## src/rtl/irq_encoder_pkg.sv

```systemverilog
// Shared types and defaults for the irq_encoder block: FSM state encoding
// and the default request-line count and synchronizer depth.
package irq_encoder_pkg;

    typedef enum logic [1:0] {
        ST_IDLE    = 2'd0,
        ST_PRESENT = 2'd1,
        ST_GAP     = 2'd2
    } irq_state_e;

    localparam int DEF_N_REQ       = 8;
    localparam int DEF_SYNC_STAGES = 2;

endpackage

```

## src/rtl/irq_encoder_if.sv

```systemverilog
// Code/valid/ack handshake between the encoder (master) and the consumer
// of the presented interrupt index (slave).
interface irq_encoder_if #(
    parameter int IDX_W = 3
) ();

    logic [IDX_W-1:0] code;
    logic             valid;
    logic             ack;

    modport master (
        output code,
        output valid,
        input  ack
    );

    modport slave (
        input  code,
        input  valid,
        output ack
    );

endinterface

```

## src/rtl/irq_encoder_prio_enc_148.sv

```systemverilog
// Combinational highest-index-wins priority encoder, the core of the
// LS148-style cascade used by irq_encoder.
module prio_enc_148 #(
    parameter int N_REQ = 8,
    localparam int IDX_W = $clog2(N_REQ)
) (
    input  logic [N_REQ-1:0] req_vec_i,
    output logic [IDX_W-1:0] idx_o,
    output logic             any_o
);

    // Ascending scan: the last set bit visited is the highest index.
    always_comb begin
        idx_o = '0;
        any_o = 1'b0;
        for (int i = 0; i < N_REQ; i++) begin
            if (req_vec_i[i]) begin
                idx_o = IDX_W'(i);
                any_o = 1'b1;
            end
        end
    end

endmodule

```

## src/rtl/irq_encoder.sv

```systemverilog
// Registered interrupt priority encoder: synchronizes active-low requests,
// latches falling edges into a pending bitmap and presents the highest
// pending index over a valid/ack handshake. Optional per-line masking is
// enabled by defining IRQ_ENCODER_MASK_EN.
module irq_encoder
    import irq_encoder_pkg::*;
#(
    parameter int N_REQ       = DEF_N_REQ,
    parameter int SYNC_STAGES = DEF_SYNC_STAGES,
    localparam int IDX_W      = $clog2(N_REQ)
) (
    input  logic             clk,
    input  logic             rst_n,
    input  logic [N_REQ-1:0] req_n,
    input  logic             ei_n,
`ifdef IRQ_ENCODER_MASK_EN
    input  logic [N_REQ-1:0] mask,
`endif
    irq_encoder_if.master    irq,
    output logic             gs_n,
    output logic             eo_n,
    output logic [N_REQ-1:0] pending
);

    logic [N_REQ-1:0] sync_q [SYNC_STAGES];
    logic [N_REQ-1:0] prev_q;
    logic [N_REQ-1:0] fall;
    logic [N_REQ-1:0] pending_q;
    logic [N_REQ-1:0] pending_d;
    logic [N_REQ-1:0] clr;
    logic [N_REQ-1:0] sel;
    logic [IDX_W-1:0] enc_idx;
    logic             enc_any;
    irq_state_e       state_q;
    logic [IDX_W-1:0] code_q;
    logic             valid_q;

    function automatic logic [N_REQ-1:0] idx_onehot(input logic [IDX_W-1:0] i);
        idx_onehot    = '0;
        idx_onehot[i] = 1'b1;
    endfunction

    // Request lines are asynchronous; idle level is high, so reset to all-1.
    always_ff @(posedge clk or negedge rst_n) begin
        if (!rst_n) begin
            for (int s = 0; s < SYNC_STAGES; s++) begin
                sync_q[s] <= '1;
            end
            prev_q <= '1;
        end else begin
            sync_q[0] <= req_n;
            for (int s = 1; s < SYNC_STAGES; s++) begin
                sync_q[s] <= sync_q[s-1];
            end
            prev_q <= sync_q[SYNC_STAGES-1];
        end
    end

    assign fall = prev_q & ~sync_q[SYNC_STAGES-1];

    always_comb begin
        clr = '0;
        if (state_q == ST_PRESENT && irq.ack) begin
            clr = idx_onehot(code_q);
        end
    end

    // OR-ing the new edges in after the clear lets a fresh edge win a collision.
    always_comb begin
        pending_d = (pending_q & ~clr) | fall;
    end

    always_ff @(posedge clk or negedge rst_n) begin
        if (!rst_n) begin
            pending_q <= '0;
        end else begin
            pending_q <= pending_d;
        end
    end

`ifdef IRQ_ENCODER_MASK_EN
    assign sel = pending_q & mask;
`else
    assign sel = pending_q;
`endif

    prio_enc_148 #(
        .N_REQ (N_REQ)
    ) u_enc (
        .req_vec_i (sel),
        .idx_o     (enc_idx),
        .any_o     (enc_any)
    );

    // Cascade outputs stay combinational so chained encoders see no FSM delay.
    assign gs_n = ~enc_any;
    assign eo_n = ei_n | enc_any;

    always_ff @(posedge clk or negedge rst_n) begin
        if (!rst_n) begin
            state_q <= ST_IDLE;
            code_q  <= '0;
            valid_q <= 1'b0;
        end else begin
            case (state_q)
                ST_IDLE: begin
                    if (!ei_n && enc_any) begin
                        code_q  <= enc_idx;
                        valid_q <= 1'b1;
                        state_q <= ST_PRESENT;
                    end
                end
                // Presentation is locked until ack; no preemption, ei_n ignored.
                ST_PRESENT: begin
                    if (irq.ack) begin
                        valid_q <= 1'b0;
                        state_q <= ST_GAP;
                    end
                end
                ST_GAP: begin
                    state_q <= ST_IDLE;
                end
                default: begin
                    valid_q <= 1'b0;
                    state_q <= ST_IDLE;
                end
            endcase
        end
    end

    assign irq.code  = code_q;
    assign irq.valid = valid_q;
    assign pending   = pending_q;

endmodule

```

## src/flat_wrapper.sv

```systemverilog
// flat-port wrapper written by rule: the top's interface ports become plain ports
module irq_encoder_flat import irq_encoder_pkg::*;
#(
    parameter int N_REQ       = DEF_N_REQ,
    parameter int SYNC_STAGES = DEF_SYNC_STAGES,
    localparam int IDX_W      = $clog2(N_REQ)
)
  (clk, rst_n, req_n, ei_n, gs_n, eo_n, pending, irq_code, irq_valid, irq_ack);
  irq_encoder_if #(.IDX_W(3)) irq_i ();
  input  logic clk;
  input  logic rst_n;
  input  logic [N_REQ-1:0] req_n;
  input  logic ei_n;
  output logic gs_n;
  output logic eo_n;
  output logic [N_REQ-1:0] pending;
  output wire logic [$bits(irq_i.code)-1:0] irq_code;
  output wire logic [$bits(irq_i.valid)-1:0] irq_valid;
  input wire logic [$bits(irq_i.ack)-1:0] irq_ack;
  assign irq_code = irq_i.code;
  assign irq_valid = irq_i.valid;
  assign irq_i.ack = irq_ack;
  irq_encoder #(.N_REQ(N_REQ), .SYNC_STAGES(SYNC_STAGES)) u_core (.clk(clk), .rst_n(rst_n), .req_n(req_n), .ei_n(ei_n), .irq(irq_i), .gs_n(gs_n), .eo_n(eo_n), .pending(pending));
endmodule
```

## config.mk

```make
export PLATFORM = sky130hd
export DESIGN_NAME = irq_encoder_flat
export DESIGN_NICKNAME = d
export VERILOG_FILES = /design/src/rtl/irq_encoder_pkg.sv /design/src/rtl/irq_encoder_if.sv /design/src/rtl/irq_encoder_prio_enc_148.sv /design/src/rtl/irq_encoder.sv /design/src/flat_wrapper.sv
export SDC_FILE = /design/constraint.sdc
export NUM_CORES = 1
export LEC_CHECK = 0
export ABC_AREA = 1
export BUFFER_PORTS_ARGS = -buffer_cell sky130_fd_sc_hd__buf_2
export CORE_MARGIN = 5
export CORE_UTILIZATION = 48
export DETAILED_ROUTE_END_ITERATION = 8
export PLACE_DENSITY = 0.78
export SLEW_MARGIN = 20
export SYNTH_ARGS = -nofsm -noshare
export SYNTH_HDL_FRONTEND = slang
export SYNTH_HIERARCHICAL = 1
export SYNTH_SLANG_ARGS = --single-unit
```

## constraint.sdc

```tcl
create_clock -name clk -period 1 [get_ports clk]
set_input_delay 0.05 -clock clk [delete_from_list [all_inputs] [get_ports clk]]
set_output_delay 0.05 -clock clk [all_outputs]
set_load 0.005 [all_outputs]
```

# Word level (Yosys, flattened, before mapping)
# Index checks and enable logic that the tools add are counted.
totals:
  out_inout_bits: 14
  regBits: 38
op_classes:
  bitwise: 8
  eq_ne: 4
  n_mux: 24
  n_lt_le_gt_ge: 2
  reduce_logical: 8
op_table:
  columns: ["cell", "n"]
  rows:
  - ["2-to-1 mux 3 bit", 6]
  - ["bitwise AND 8 bit", 2]
  - ["NOT 8 bit", 2]
  - ["2-to-1 mux 1 bit", 12]
  - ["2-to-1 mux 8 bit", 1]
  - ["OR 8 bit", 1]
  - ["less-than comparator 3 x 4 -> 1 bit (second input constant)", 1]
  - ["2-to-1 mux 2 bit", 2]
  - ["case mux 2 bit (2 select lines)", 1]
  - ["AND reduction 2 bit", 2]
  - ["demux 1 bit (select 3 bit)", 1]
  - [">= comparator 3 x 1 -> 1 bit (second input constant)", 1]
  - ["logical AND 1 bit", 3]
  - ["case mux 1 bit (3 select lines)", 1]
  - ["AND reduction 3 bit", 1]
  - ["== test 2 x 1 -> 1 bit (second input constant)", 1]
  - ["== test 2 bit (second input constant)", 1]
  - ["zero test 2 bit", 1]
  - ["!= test 2 x 1 -> 1 bit (second input constant)", 1]
  - ["!= test 2 bit (second input constant)", 1]
  - ["NOT 1 bit", 2]
  - ["zero test 1 bit", 1]
  - ["OR 1 bit", 1]

# Depth between registers and ports, before layout
# Gate-level depths: netlist (run 1).
logic_depth:
  depth_word: 11
  depth_mapped: 9
  depth_no_buf: 9

# By module
# The synthesis (run 1) kept the hierarchy.
modules_own_cells:
  columns: ["mod", "cells_per_inst", "area_each_um2", "n_inst"]
  rows:
  - ["irq_encoder", 115, 1305.0, 1]
  - ["prio_enc_148", 20, 77.6, 1]

# Least setup slack after synthesis (run 1)
# Ideal clock, no wire load.
synth_timing:
  path_type: "register -> register"
  from: "register u_core.pending_q[3] (netlist: u_core/pending[3])"
  to: "register u_core.state_q[0]"
  required_time_ns: 0.870
  stages_incl_launch_ff: 7
  arrival_ns: 0.964
  setup_ns: 0.130
  period_less_slack_ns: 1.094
  n_path_buf: 0
  setup_slack_ns: -0.094
  path_cell_list: "dfrtp_1 inv_1 nand2_1 nor3_1 nand3_1 nand3_2 o21ai_0"
synth_between:
  elab_chain_len: 8
synth_rtl:
  columns: ["element", "line", "rtl"]
  rows:
  - ["start: declaration", "irq_encoder.sv:28", "logic [N_REQ-1:0] pending_q;"]
  - ["start signal: assignment", "irq_encoder.sv:77", "pending_q <= pending_d;"]
  - ["2-to-1 mux 1 bit (5 in series)", "irq_encoder_prio_enc_148.sv:17", "if (req_vec_i[i]) begin"]
  - ["named net u_core.enc_any", "irq_encoder.sv:33", "logic enc_any;"]
  - ["logical AND 1 bit", "irq_encoder.sv:107", "if (!ei_n && enc_any) begin"]
  - ["!= test 2 x 1 -> 1 bit (no source line)", null, null]
  - ["AND reduction 2 bit (no source line)", null, null]
  - ["end signal: assignment", "irq_encoder.sv:110", "state_q <= ST_PRESENT;"]
  - ["end signal: assignment", "irq_encoder.sv:117", "state_q <= ST_GAP;"]
  - ["end signal: assignment", "irq_encoder.sv:121", "state_q <= ST_IDLE;"]
  - ["end: declaration", "irq_encoder.sv:34", "irq_state_e state_q;"]
# The timed path passes the listed nets, and every way through them passes these cells.
# A chain may end at the register's enable or synchronous reset.

# Final worst setup path (run 1)
layout_timing:
  from: "register u_core.pending_q[2] (netlist: u_core/pending[2])"
  to: "output eo_n"
layout_between:
  elab_chain_len: 7
layout_rtl:
  columns: ["element", "line", "rtl"]
  rows:
  - ["2-to-1 mux 1 bit (6 in series)", "irq_encoder_prio_enc_148.sv:17", null]
  - ["named net u_core.enc_any", "irq_encoder.sv:33", null]
  - ["OR 1 bit", "irq_encoder.sv:97", "assign eo_n = ei_n | enc_any;"]
  - ["end: declaration", "flat_wrapper.sv:15", "output logic eo_n;"]
# The timed path passes the listed nets, and every way through them passes these cells.

==> results of run 1 <==
[tightest hold or removal path, cell delays in order]
cell	delay, ns
buf_2	0.07
inv_1	0.05
nand3_2	0.14
o21ai_1	0.07
[power by group through the flow]
stage | clock (uW) | sequential (uW) | combinational [uW]
finish | 807 | 2010 | 1360
global route | 927 | 2040 | 1490
floorplan | 0 | 2000 | 402
detailed placement | 0 | 2020 | 815
CTS | 826 | 1980 | 1150
global placement | 0 | 2000 | 785
[placed cells by master (no fill, tap or decap)]
cell type	netlist	layout
clkinv_2	0	1
inv_1	22	16
nor3_2	0	1
dfrtp_2	0	3
clkbuf_4	0	5
clkbuf_8	0	1
inv_2	2	8
nor2_2	0	2
o21ai_1	4	4
buf_4	0	10
nand2_4	0	1
nand2_1	50	40
buf_2	0	20
dfrtp_1	14	11
dfstp_2	24	24
nor2_8	1	1
buf_6	0	14
o21ai_0	2	1
nand2_2	1	10
dlygate4sd3_1	0	10
o21ai_2	0	1
buf_12	0	2
clkbuf_1	0	1
nand3_1	3	2
nor2_1	10	8
nand3_2	1	2
[area by class of cell]
cell class | count | area share
Clock buffer | 7 | 0.02743
Timing Repair Buffer | 56 | 0.2357
Sequential cell | 38 | 0.4906
Tap cell | 31 | 0.01933
Multi-Input combinational cell | 73 | 0.1796
Clock inverter | 1 | 0.002494
Inverter | 24 | 0.04489
[registers in the layout, summed over array words and instances, names as in the netlist]
| register | flops |
|---|---|
| u_core/state_q | 2 |
| u_core/irq.valid | 1 |
| u_core/irq.code | 3 |
| u_core/prev_q | 8 |
| u_core/pending | 8 |
| u_core/sync_q | 16 |
[path summary, 6_finish.rpt]
check | start | to | cells past startpoint
min | ei_n | u_core/irq.code[2] | 4
min in group asynchronous | rst_n | u_core/irq.code[0] | 3
min reg2reg | u_core/sync_q[10] | u_core/sync_q[2] | 0
max reg2reg | u_core/pending[2] | u_core/irq.code[0] | 8
max in group asynchronous | rst_n | u_core/prev_q[3] | 3
max | u_core/pending[2] | eo_n | 7
[metrics by stage]
stage,utilization,hold WS [ns]
CTS,0.6956,0.05507
detailed placement,0.5898,0.02575
floorplan,-,-0.2456
finish,0.7278,0.07135
global route,0.7278,0.06333
global placement,0.5898,0.02304
[cells by family (layout without fill, tap and decap cells)]
kind of cell	count (synthesis)	count (layout)	synth area share
flops	38	38	0.7095
buf+inv	24	88	0.06516
simple gates	67	67	0.2036
compound gates	6	6	0.02172
[what timing repair did]
| item | 4_1_cts | 5_1_grt |
|---|---|---|
| gates resized for setup | 18 | 21 |
| hold buffers | 10 | 0 |
| hold endpoints to repair | 47 | 0 |
| endpoints found under the setup margin | 22 | 25 |
| pin swaps | 4 | 6 |
| buffers inserted | 8 | 5 |
[layer usage]
layer | vias up | GRT usage | share of wire | routed length, um
li1 | 524 | - | - | -
met2 | 33 | 0.2513 | 0.50 | 1394
met3 | 7 | 0.05861 | 0.068 | 189
met5 | - | 0 | 0 | 0
met1 | 502 | 0.1795 | 0.41 | 1146
met4 | 0 | 0.05455 | 0.021 | 59
==> key figures, run 1 <==
Status
  – Status: finished with violations
  – Failing checks: negative setup slack

Global routing
  – Vias in the first global route: around 1100
  – Global route total overflow: 0
  – Initial antenna violation count: 0
  – First-pass GRT wire length: between 4000 and 5000 um
  – GRT Util Overall: 0.1524
  – Largest net degree at the start of global routing: 39

Run
  – MaxCap Viol Count: 0

Timing
  – Slew @ Worst Pin: 0.2105 ns
  – Worst Clk Skew: 0.008332 ns
  – RSZ-0062 raised after global routing: true
  – Tcrit/Tclk final: 1.368
  – Fin. max-slew vios: 0
  – Final hold vios: 0
  – Final worst setup slack: -0.3677 ns
  – Relative slew slack: 0.8597
  – Total negative slack: -2.614 ns
  – Max Clk Rate: around 730 MHz
  – Setup violators final: 21
  – Minimum clock period: 1.368 ns

Finish
  – Final #Nets: 210
  – Finished Layout Cells: 230
  – Fillers: 193
  – Area of the multi-input gates: 360.3 sq um
  – Synthesis-to-layout area growth: 45.16%
  – Share of cells above drive strength 1: 0.5327
  – Cell area after layout: 2007 sq um
  – Antenna Cells: 0
  – Seq. cell area: 984.7 sq um

Clock network
  – Clock slew at reported path FFs: 0.11 ns
  – CTS tree: done
  – Root buffer cell: clkbuf_4
  – Total CTS buffers: 5
  – Clock latency at the later pin of the worst-skew pair: 0.34 ns
  – Max clock buf depth: 2
  – Htree depth: 2
  – Clock sinks: 38

Setup path
  – Slowest CP cell: dfrtp_1
  – Worst R2R Setup Slack: -0.27 ns
  – CP max FO: 2
  – CP bufs+invs: 3
  – Startpoint Class: flip-flop
  – Worst stage delay on the critical path: slightly above 0.4 ns
  – CP Cell Sequence: inv_2, nand2_2, nor3_2, nand3_1, inv_2, nand2_1, buf_2
  – Worst path most repeated cell: inv_2
  – WP data required: 0.95 ns
  – Setup CP Type: flip-flop to primary output
  – Family with the most delay on the worst path: flip-flops
  – Crit end category: primary output
  – Worst path arrival time: approximately 1.3 ns

Place
  – # port buffers: 25
  – Post-DP Area: approximately 1600 sq um
  – Hpwl dp: 1702 um
  – Pre-CTS setup slack: -0.1348 ns
  – RePlAce Congestion: 0.8855
  – Cells after DPL: 200

Yosys
  – Most frequent cell after synthesis: nand2_1
  – Post-Synthesis Cell Area: 1383 sq um
  – Asr flop ratio synth: 1.000
  – Yosys top cell by area: dfstp_2
  – Cells after synthesis: 135
  – Most frequent cells after synthesis: 50 x nand2_1, 24 x dfstp_2, 22 x inv_1
  – Seq cells post-synth: 38
  – Post-synth EDFFs: 0
  – Most used DFF post-synth: dfstp_2
  – Cell variety after synth: 13
  – Syn avg cell area: 10.24 sq um
  – Ranking of synthesized cells by area: dfstp_2 46%, dfrtp_1 25%, nand2_1 14%
  – Mapped Nets: 147
  – Syn. warnings: 6
  – Synth top area share: 0.4561
  – Register area share after synthesis: 0.7095

Routing
  – Routed Antenna Nets: 0
  – Avg WL per Cell: 12.13 um
  – Initial drt markers: 51
  – Routed vias: 1066
  – Vias per std cell: 4.635
  – First-pass DRT Iterations: 4
  – Routed wire length: 2790 um
  – Drt drc: 0

Worst hold path
  – Hold crit path type: input port to flip-flop

Power
  – Comb pwr share: 0.326
  – Clock network power share: 0.193
  – VDD IR-drop max: roughly 0.0017 V
  – Leakage Power: a little over 0.001 uW
  – Reg power frac: 0.481
  – Cell Pwr Density: 2082 nW/um^2
  – Switching share of total power: 0.3147
  – Switching power: 1315 uW
  – Total Power: between 4000 and 5000 uW
  – Cell Int Power: about 2900 uW

Floorplan
  – Row cnt: 19
  – Starting Density: 0.5014
  – Core Area: 2758 sq um
  – Die width: between 60 and 70 um
  – Full die area: around 4000 sq um
  – Chip Height: about 64 um
  – I/O pins: 26
Power figures use the tool's default switching activity.
==> run 2: changes to the inputs <==
--- a/config.mk
+++ b/config.mk
@@ -7,6 +7,7 @@
 export LEC_CHECK = 0
 export ABC_AREA = 1
 export BUFFER_PORTS_ARGS = -buffer_cell sky130_fd_sc_hd__buf_2
+export CORE_ASPECT_RATIO = 1.1
 export CORE_MARGIN = 5
 export CORE_UTILIZATION = 48
 export DETAILED_ROUTE_END_ITERATION = 8
==> run 2 against run 1 <==
Net effect:
- the flow still finishes with violations (negative setup slack)
- largest cell class unchanged
- worst setup slack worse by 0.046 ns
- first-iteration DRC count is 63% higher
- critical path depth stayed put
- utilization is 2.2 points higher
- sequential power is 2% higher
- clock-buffer cell count stayed put
- wire length is 26% higher
- critical path type unchanged
- clock power is 2% higher
==> key figures, run 2 (same netlist as run 1, synthesis figures left out) <==
Status
  – Status: finished with violations
  – Failing checks: negative setup slack

Timing
  – Fin. max-slew vios: 0
  – RSZ-0062 raised after global routing: true
  – Max Clk Rate: ~700 MHz
  – Final hold vios: 0
  – Final worst setup slack: -0.4136 ns
  – Slew @ Worst Pin: 0.2577 ns
  – Minimum clock period: 1.414 ns
  – Tcrit/Tclk final: 1.414
  – Hold slack: 0.08220 ns
  – Setup violators final: 25
  – Worst Clk Skew: 0.01577 ns
  – Relative slew slack: 0.8276

Finish
  – Most frequent cells in the layout: 37 x nand2_1, 24 x dfstp_2, 18 x buf_2, 16 x buf_4, 16 x inv_1
  – Share of cells above drive strength 1: 0.5911
  – Synthesis-to-layout area growth: 50.68%
  – Largest reg by FF count: u_core/sync_q
  – Largest register FFs: 16
  – Seq. cell area: 987.2 sq um
  – Fillers: 160
  – Antenna Cells: 0
  – Final #Nets: 214
  – Area of the multi-input gates: 405.4 sq um
  – Commonest non-fill, non-tap cell in the layout: nand2_1

Clock network
  – Clock latency at the later pin of the worst-skew pair: 0.35 ns
  – Total CTS buffers: 5
  – Clock sinks: 38
  – Htree depth: 2
  – Root buffer cell: clkbuf_4
  – Max clock buf depth: 2
  – Clock slew at reported path FFs: 0.12 ns
  – CTS tree: done

Global routing
  – Initial antenna violation count: 0
  – Global route total overflow: 0
  – First-pass GRT wire length: 4767 um
  – Vias in the first global route: 1151
  – GRT Util Overall: 0.1655
  – Largest net degree at the start of global routing: 39

Routing
  – Avg WL per Cell: 14.85 um
  – Initial drt markers: 83
  – Drt drc: 0
  – Routed Antenna Nets: 0
  – Routed vias: 1177
  – Vias per std cell: 4.987
  – First-pass DRT Iterations: 4
  – Routed wire length: 3505 um

Setup path
  – CP max FO: 2
  – Family with the most delay on the worst path: flip-flops
  – CP Cell Sequence: inv_2, nand2_2, nor3_2, nand3_2, inv_2, nand2_1, buf_2
  – Startpoint Class: flip-flop
  – Worst path arrival time: 1.36 ns
  – WP data required: 0.95 ns
  – Crit end category: primary output
  – Setup CP Type: flip-flop to primary output
  – Slowest CP cell: dfrtp_1
  – CP bufs+invs: 3
  – Worst path most repeated cell: inv_2
  – Worst stage delay on the critical path: 0.41 ns

Floorplan
  – Chip Height: 66.29 um
  – Core Area: 2778 sq um
  – Row cnt: 20
  – Die width: ~61 um
  – I/O pins: 26
  – Starting Density: 0.4977
  – Full die area: a little over 4000 sq um

Run
  – MaxCap Viol Count: 0

Worst hold path
  – Hold crit path type: input port to flip-flop

Power
  – Total Power: 4430 uW
  – Switching share of total power: 0.3409
  – Reg power frac: 0.463
  – Cell Int Power: approximately 3000 uW
  – VDD IR-drop max: roughly 0.0016 V
  – Comb pwr share: 0.351
  – Leakage Power: around 0.0010 uW
  – Cell Pwr Density: 2127 nW/um^2
  – Clock network power share: 0.186
  – Switching power: 1510 uW

Place
  – RePlAce Congestion: 0.8610
  – Hpwl dp: between 1500 and 2000 um
  – # port buffers: 25
  – Pre-CTS setup slack: -0.1529 ns
[run 2: repair_timing]
action,4_1_cts,5_1_grt
gates resized for setup,15,40
endpoints found under the setup margin,23,26
pin swaps,2,8
hold endpoints to repair,48,0
hold buffers,10,0
buffers inserted,14,8
[run 2: area by class of cell]
cell class,count,share of cell area
multi-input cells,73,0.1946
inverters,24,0.04324
repair buffers,60,0.2396
well taps,33,0.01982
flip-flops and latches,38,0.4739
clock inverters,1,0.002402
clock buffers,7,0.02643
[run 2: path summary, 6_finish.rpt]
kind                                   start                  to  slack (ns)  cells past startpoint
setup / recovery           u_core/pending[3]                eo_n       -0.41                      7
hold / removal                          ei_n   u_core/state_q[0]        0.08                      4
setup reg to reg           u_core/pending[3]  u_core/irq.code[0]       -0.26                      8
hold reg to reg            u_core/sync_q[15]    u_core/sync_q[7]        0.34                      0
max in group asynchronous              rst_n    u_core/sync_q[4]        0.55                      3
min in group asynchronous              rst_n    u_core/irq.valid        0.17                      3
[run 2: metal layers]
metal / vias up / track usage / wire (um)
li1: 536 / - / -
met1: 570 / 0.1622 / 1255
met2: 53 / 0.2857 / 1893
met3: 18 / 0.05859 / 205
met4: 0 / 0.1030 / 151
met5: - / 0 / 0
[run 2: stage by stage]
| stage | std cells | utilization | setup TNS, ns | area (sq um) |
|---|---|---|---|---|
| CTS | 234 | 0.7000 | -2.981 | 1944 |
| floorplan | 135 | - | -0.2734 | 1383 |
| finish | 236 | 0.7500 | -2.858 | 2083 |
| detailed placement | 203 | 0.5892 | -0.8009 | 1637 |
| global placement | 203 | 0.5892 | -0.2976 | 1637 |
| global route | 236 | 0.7500 | -4.386 | 2083 |
[run 2: worst reg2reg max path: stages, from the launching register on]
cell     delay [ns]
dfrtp_1        0.41
inv_2          0.08
nand2_2        0.06
nor3_2         0.12
nand3_2        0.11
buf_6          0.14
nand3_4        0.11
nand2_1        0.09
o21ai_1        0.09
[run 2: power groups by stage]
| stage | sequential (uW) | clock [uW] | combinational [uW] |
|---|---|---|---|
| floorplan | 2000 | 0 | 402 |
| global placement | 2010 | 0 | 784 |
| CTS | 2000 | 851 | 1140 |
| detailed placement | 2030 | 0 | 818 |
| global route | 2070 | 924 | 1680 |
| finish | 2050 | 826 | 1550 |
